[src/rtl/reg_access_pkg.sv]
// Shared defaults and FSM state encoding for the register-file access master.
package reg_access_pkg;

    localparam int ADDR_W_DEF = 8;
    localparam int DATA_W_DEF = 8;
    localparam int LEN_W      = 8;

    typedef enum logic [2:0] {
        IDLE   = 3'd0,
        WRITE  = 3'd1,
        READ   = 3'd2,
        DONE   = 3'd3,
        VERIFY = 3'd4
    } state_t;

endpackage

[src/rtl/reg_access_master.sv]
// Burst initiator for the 256x8 register file: turns read/write burst commands into rf_* cycles.
// Define REG_ACCESS_READBACK_EN to check every written beat by reading it back (mismatches raise verify_err).
module reg_access_master
    import reg_access_pkg::*;
#(
    parameter int ADDR_W = ADDR_W_DEF,
    parameter int DATA_W = DATA_W_DEF
) (
    input  logic              clk,
    input  logic              rst,
    input  logic              cmd_valid,
    output logic              cmd_ready,
    input  logic              cmd_write,
    input  logic [ADDR_W-1:0] cmd_addr,
    input  logic [LEN_W-1:0]  cmd_len,
    input  logic              wdata_valid,
    output logic              wdata_ready,
    input  logic [DATA_W-1:0] wdata,
    output logic              rdata_valid,
    input  logic              rdata_ready,
    output logic [DATA_W-1:0] rdata,
    output logic              rdata_last,
    output logic              done,
    output logic [ADDR_W-1:0] rf_read_address,
    input  logic [DATA_W-1:0] rf_read_data,
    output logic [ADDR_W-1:0] rf_write_address,
    output logic [DATA_W-1:0] rf_write_data,
    output logic              rf_write_enable
`ifdef REG_ACCESS_READBACK_EN
    ,
    output logic              verify_err
`endif
);

    state_t            r_state;
    logic [ADDR_W-1:0] r_cur_addr;
    logic [LEN_W-1:0]  r_remaining;
    logic [DATA_W-1:0] r_rdata;
    logic              r_rdata_valid;
    logic              r_rdata_last;

    logic              w_last_beat;
    logic              w_wr_beat;
    logic              w_rd_fetch;
    logic              w_rd_finish;

`ifdef REG_ACCESS_READBACK_EN
    logic [ADDR_W-1:0] r_verify_addr;
    logic [DATA_W-1:0] r_verify_data;
    logic              r_verify_last;
    logic              r_verify_err;
`endif

    assign w_last_beat = (r_remaining == '0);
    assign w_wr_beat   = (r_state == WRITE) && wdata_valid;

    // Once the final beat sits in the output register nothing more is fetched; it only waits to be consumed.
    assign w_rd_finish = (r_state == READ) && r_rdata_valid && r_rdata_last && rdata_ready;
    assign w_rd_fetch  = (r_state == READ) && !(r_rdata_valid && r_rdata_last)
                         && (!r_rdata_valid || rdata_ready);

    assign cmd_ready        = (r_state == IDLE);
    assign wdata_ready      = (r_state == WRITE);
    assign done             = (r_state == DONE);
    assign rdata_valid      = r_rdata_valid;
    assign rdata            = r_rdata;
    assign rdata_last       = r_rdata_last;
    assign rf_write_enable  = w_wr_beat;
    assign rf_write_address = r_cur_addr;
    assign rf_write_data    = wdata;

`ifdef REG_ACCESS_READBACK_EN
    assign rf_read_address = (r_state == VERIFY) ? r_verify_addr : r_cur_addr;
    assign verify_err      = r_verify_err;
`else
    assign rf_read_address = r_cur_addr;
`endif

    always_ff @(posedge clk or posedge rst) begin
        if (rst) begin
            r_state       <= IDLE;
            r_cur_addr    <= '0;
            r_remaining   <= '0;
            r_rdata       <= '0;
            r_rdata_valid <= 1'b0;
            r_rdata_last  <= 1'b0;
`ifdef REG_ACCESS_READBACK_EN
            r_verify_addr <= '0;
            r_verify_data <= '0;
            r_verify_last <= 1'b0;
            r_verify_err  <= 1'b0;
`endif
        end else begin
            case (r_state)
                IDLE: begin
                    if (cmd_valid) begin
                        r_cur_addr  <= cmd_addr;
                        r_remaining <= cmd_len;
                        r_state     <= cmd_write ? WRITE : READ;
`ifdef REG_ACCESS_READBACK_EN
                        r_verify_err <= 1'b0;
`endif
                    end
                end

                WRITE: begin
                    if (w_wr_beat) begin
                        r_cur_addr  <= r_cur_addr + ADDR_W'(1);
                        r_remaining <= r_remaining - LEN_W'(1);
`ifdef REG_ACCESS_READBACK_EN
                        r_verify_addr <= r_cur_addr;
                        r_verify_data <= wdata;
                        r_verify_last <= w_last_beat;
                        r_state       <= VERIFY;
`else
                        if (w_last_beat) begin
                            r_state <= DONE;
                        end
`endif
                    end
                end

`ifdef REG_ACCESS_READBACK_EN
                // The beat landed on the previous edge, so the combinational read already shows it.
                VERIFY: begin
                    if (rf_read_data != r_verify_data) begin
                        r_verify_err <= 1'b1;
                    end
                    r_state <= r_verify_last ? DONE : WRITE;
                end
`endif

                READ: begin
                    if (w_rd_finish) begin
                        r_rdata_valid <= 1'b0;
                        r_rdata_last  <= 1'b0;
                        r_state       <= DONE;
                    end else if (w_rd_fetch) begin
                        r_rdata       <= rf_read_data;
                        r_rdata_valid <= 1'b1;
                        r_rdata_last  <= w_last_beat;
                        r_cur_addr    <= r_cur_addr + ADDR_W'(1);
                        r_remaining   <= r_remaining - LEN_W'(1);
                    end
                end

                DONE: begin
                    r_state <= IDLE;
                end

                default: begin
                    r_state <= IDLE;
                end
            endcase
        end
    end

endmodule

[config.mk]
export PLATFORM = sky130hd
export DESIGN_NAME = reg_access_master
export DESIGN_NICKNAME = d
export VERILOG_FILES = /design/src/rtl/reg_access_pkg.sv /design/src/rtl/reg_access_master.sv
export SDC_FILE = /design/constraint.sdc
export NUM_CORES = 1
export LEC_CHECK = 0
export ABC_AREA = 1
export CORE_MARGIN = 2
export CORE_UTILIZATION = 41
export CTS_BUF_LIST = sky130_fd_sc_hd__clkbuf_8
export DETAILED_ROUTE_END_ITERATION = 16
export PLACE_DENSITY = 0.78
export SYNTH_ARGS = -nofsm -noshare
export SYNTH_HDL_FRONTEND = slang
export SYNTH_SLANG_ARGS = --single-unit
export TNS_END_PERCENT = 20
[constraint.sdc]
create_clock -name clk -period 1.49 [get_ports clk]
set_input_delay 0.149 -clock clk [delete_from_list [all_inputs] [get_ports clk]]
set_output_delay 0.149 -clock clk [all_outputs]
set_load 0.005 [all_outputs]
==> impl_metrics.csv <==
group,metric,value,unit
clocking,cts_buffers,3,
placement,dpl_cell_area,0.00270,mm^2
timing,setup_viol,19,
power,powerDensity,2330,mW/mm^2
floorplanning,ioPinCount,76,
clocking,clock_tree.root_cell,"clkbuf_8",
detailed_routing,ant_nets,0,
critical_path,endpoint_kind,"register",
final_layout,multi_input_area,0.00113,mm^2
synthesis,syn_inst,276,
placement,dp_hpwl,3570,um
floorplanning,initial_core_util,0.425,
clocking,cts_tree,"done",
timing,slew_headroom,0.763,
power,ir_worst_vdd,952,uV
synthesis,synth.distinct_cells,26,
critical_path,max_stage_delay,0.43,ns
global_routing,grtUsageTotal,0.184,
timing,worst_slack,-0.0705,ns
floorplanning,dieArea,0.00547,mm^2
synthesis,ys_ff_latch,28,
global_routing,grt_pass1_vias,1788,
timing,layout_min_cycle_time,1.56,ns
timing,holdWs,0.227,ns
synthesis,ys_warn_count,0,
placement,routabilityCongestion,0.904,
critical_path,critPathBufInv,3,
power,p_leak,1.38,nW
global_routing,grt_pass1_wl,7970,um
detailed_routing,dr.pass1.iters,4,
clocking,hold_buffers,0,
floorplanning,die_w,74.0,um
final_layout,design_area,0.00288,mm^2
run,maxCapViolations,0,
global_routing,antenna_found_initial,0,
critical_path,reg2reg_depth,11,
timing,report.final.slew_viol_count,0,
floorplanning,rows,25,
critical_path,critPathMaxFanout,12,
clocking,cts_max_path_buffers,2,
critical_path,cp_data_arrival_time,1.77,ns
detailed_routing,via_count,1931,
timing,period_share,1.05,
critical_path,r2r_slack,-0.07,ns
clocking,ctsHtreeMaxLevel,1,
outcome,violations,"setup timing",
final_layout,num_antenna_cells,0,
synthesis,avgSynthCellArea,7.28,um^2
synthesis,ys_seq_area_frac,0.349,
timing,fmax,641,MHz
detailed_routing,dr_wl_met3,292,um
detailed_routing,drt_iter0_drc,94,
critical_path,r2r_start,"r_state[0]",
critical_path,critPathTopFamily,"simple AND/OR/NAND/NOR gates",
timing,hold_viol_final,0,
detailed_routing,drc,0,
critical_path,startpoint_type,"register",
outcome,outcome,"finished with violations",
detailed_routing,wl,4750,um
placement,post-place-cells,400,
timing,finalClockSkew,0.00518,ns
placement,portBuffers,59,
timing,worst_slew_pin_slew,0.355,ns
clocking,clkSinkCount,28,
global_routing,globalRouteOverflowTotal,0,
synthesis,synth_fp_nets,321,
critical_path,cp_slowest_cell,"dfrtp_2",
timing,rsz0062_at_grt,"true",
final_layout,seq_area,704,um^2
global_routing,grt_max_degree,29,
final_layout,n_fill_cell,413,
clocking,insertion_delay,0.27,ns
critical_path,reg2reg_to,"r_remaining[2]",
detailed_routing,wl_met1,2080,um
detailed_routing,post_drt_wl_per_cell,11.6,um
detailed_routing,dr_wl_met2,2300,um
critical_path,cp.required,1.69,ns
final_layout,area_growth,43.6,%
detailed_routing,post_drt_via_cell_ratio,4.73,
detailed_routing,highest_layer,"met4",
final_layout,drive_above_1_share,0.235,
critical_path,crit_chain,"inv_2, buf_6, ha_4, nand2_4, nor2_4, nor2_4, nand2_4, nor2_8, buf_12, nand2_1, o21ai_2",
clocking,clk_pin_slew,0.10,ns
worst_hold_path,min_path_type,"input port to async pin",
critical_path,crit_type,"register to register",
final_layout,fin_nets,387,
floorplanning,fp.dieH,74.0,um
critical_path,startpoint,"r_state[0]",
synthesis,synthesis.area,0.00201,mm^2
critical_path,cp.depth,11,
final_layout,stdcell_count,408,
final_layout,final_util,0.611,
power,p_total,6.71,mW
floorplanning,core_area,0.00472,mm^2
-- cells in the final DEF, fill, tap and decap left out, drive strengths merged --
master / instances
ha: 7
clkbuf: 4
buf: 25
o22ai: 1
a21oi: 3
o21bai: 1
o21ai: 16
or2: 5
dfrtp: 28
nand4: 5
clkdlybuf4s50: 55
clkdlybuf4s15: 1
nor2: 19
nand3: 34
inv: 27
dlygate4sd2: 3
nand2: 107
-- cell usage after synthesis --
cell type	count	area, um^2
nand2_1	99	372
clkinv_1	2	7.51
buf_4	17	128
dfrtp_1	28	701
o22ai_1	1	6.26
inv_2	2	7.51
nand2_2	5	31.3
clkbuf_1	1	3.75
inv_1	23	86.3
nand4_1	5	31.3
ha_1	7	87.6
nor2_4	2	22.5
nand3_1	30	150
nor2_1	16	60.1
o21bai_1	1	7.51
buf_2	2	10.0
nand2_4	3	33.8
buf_6	2	22.5
o21ai_0	6	30.0
or2_2	5	31.3
nand3_2	4	40.0
a21oi_4	1	16.3
nor2_8	1	20.0
a21oi_1	2	10.0
o21ai_2	10	87.6
clkbuf_2	1	5.00
-- logic make-up after synthesis --
| kind of cell | share of synthesized area |
|---|---|
| buffers and inverters | 0.135 |
| AO/OA/AOI/OAI | 0.0785 |
| adder cells (fa/ha/maj) | 0.0436 |
| AND/OR/NAND/NOR | 0.394 |
| flip-flops | 0.349 |
-- routing by layer --
| layer | GRT usage | up-vias |
|---|---|---|
| li1 | - | 985 |
| met1 | 0.246 | 881 |
| met2 | 0.307 | 59 |
| met3 | 0.0230 | 6 |
| met4 | 0.0667 | 0 |
| met5 | 0 | - |
-- what timing repair did --
item / CTS / global route
pin swaps: 3 / 5
setup buffers: 4 / 0
gates resized for setup: 21 / 13
endpoints found under the setup margin: 33 / 34
-- layout make-up --
cell class,count,area share
Timing Repair Buffer,84,0.281
Multi-Input combinational cell,198,0.391
Clock buffer,4,0.0191
Tap cell,67,0.0291
Sequential cell,28,0.244
Inverter,27,0.0351
-- where the power goes --
group / internal (mW) / total, mW / switching, mW
combinational: 2.35 / 4.71 / 2.36
sequential: 1.14 / 1.52 / 0.376
clock: 0.237 / 0.474 / 0.237
total: 3.73 / 6.71 / 2.97
-- worst max-delay path by stage --
stage,end,slack [ns]
6_report,r_remaining[2],-0.07
5_1_grt,r_remaining[0],-0.12
4_1_cts,r_remaining[2],-0.05
3_5_place_dp,r_remaining[6],-0.04
3_3_place_gp,rf_read_address[7],0.002
2_1_floorplan,rf_read_address[0],0.01
-- state kept, by name, summed over array words and instances, names as in the netlist --
signal	flops
r_remaining	8
r_state	2
rdata	8
rdata_last	1
rdata_valid	1
rf_read_address	8
-- worst min-delay path: cells and delay by family --
kind,cells,cell delay (ns)
buffers and inverters,3,0.76
-- metrics by stage --
stage	worst slack (ns)	TNS (ns)
after floorplan	0.0117	0
final	-0.0705	-0.754
after detailed placement	-0.0404	-0.307
after global routing	-0.120	-2.19
after global placement	0.00190	0
after CTS	-0.0539	-0.565
Power figures use the tool's default switching activity.
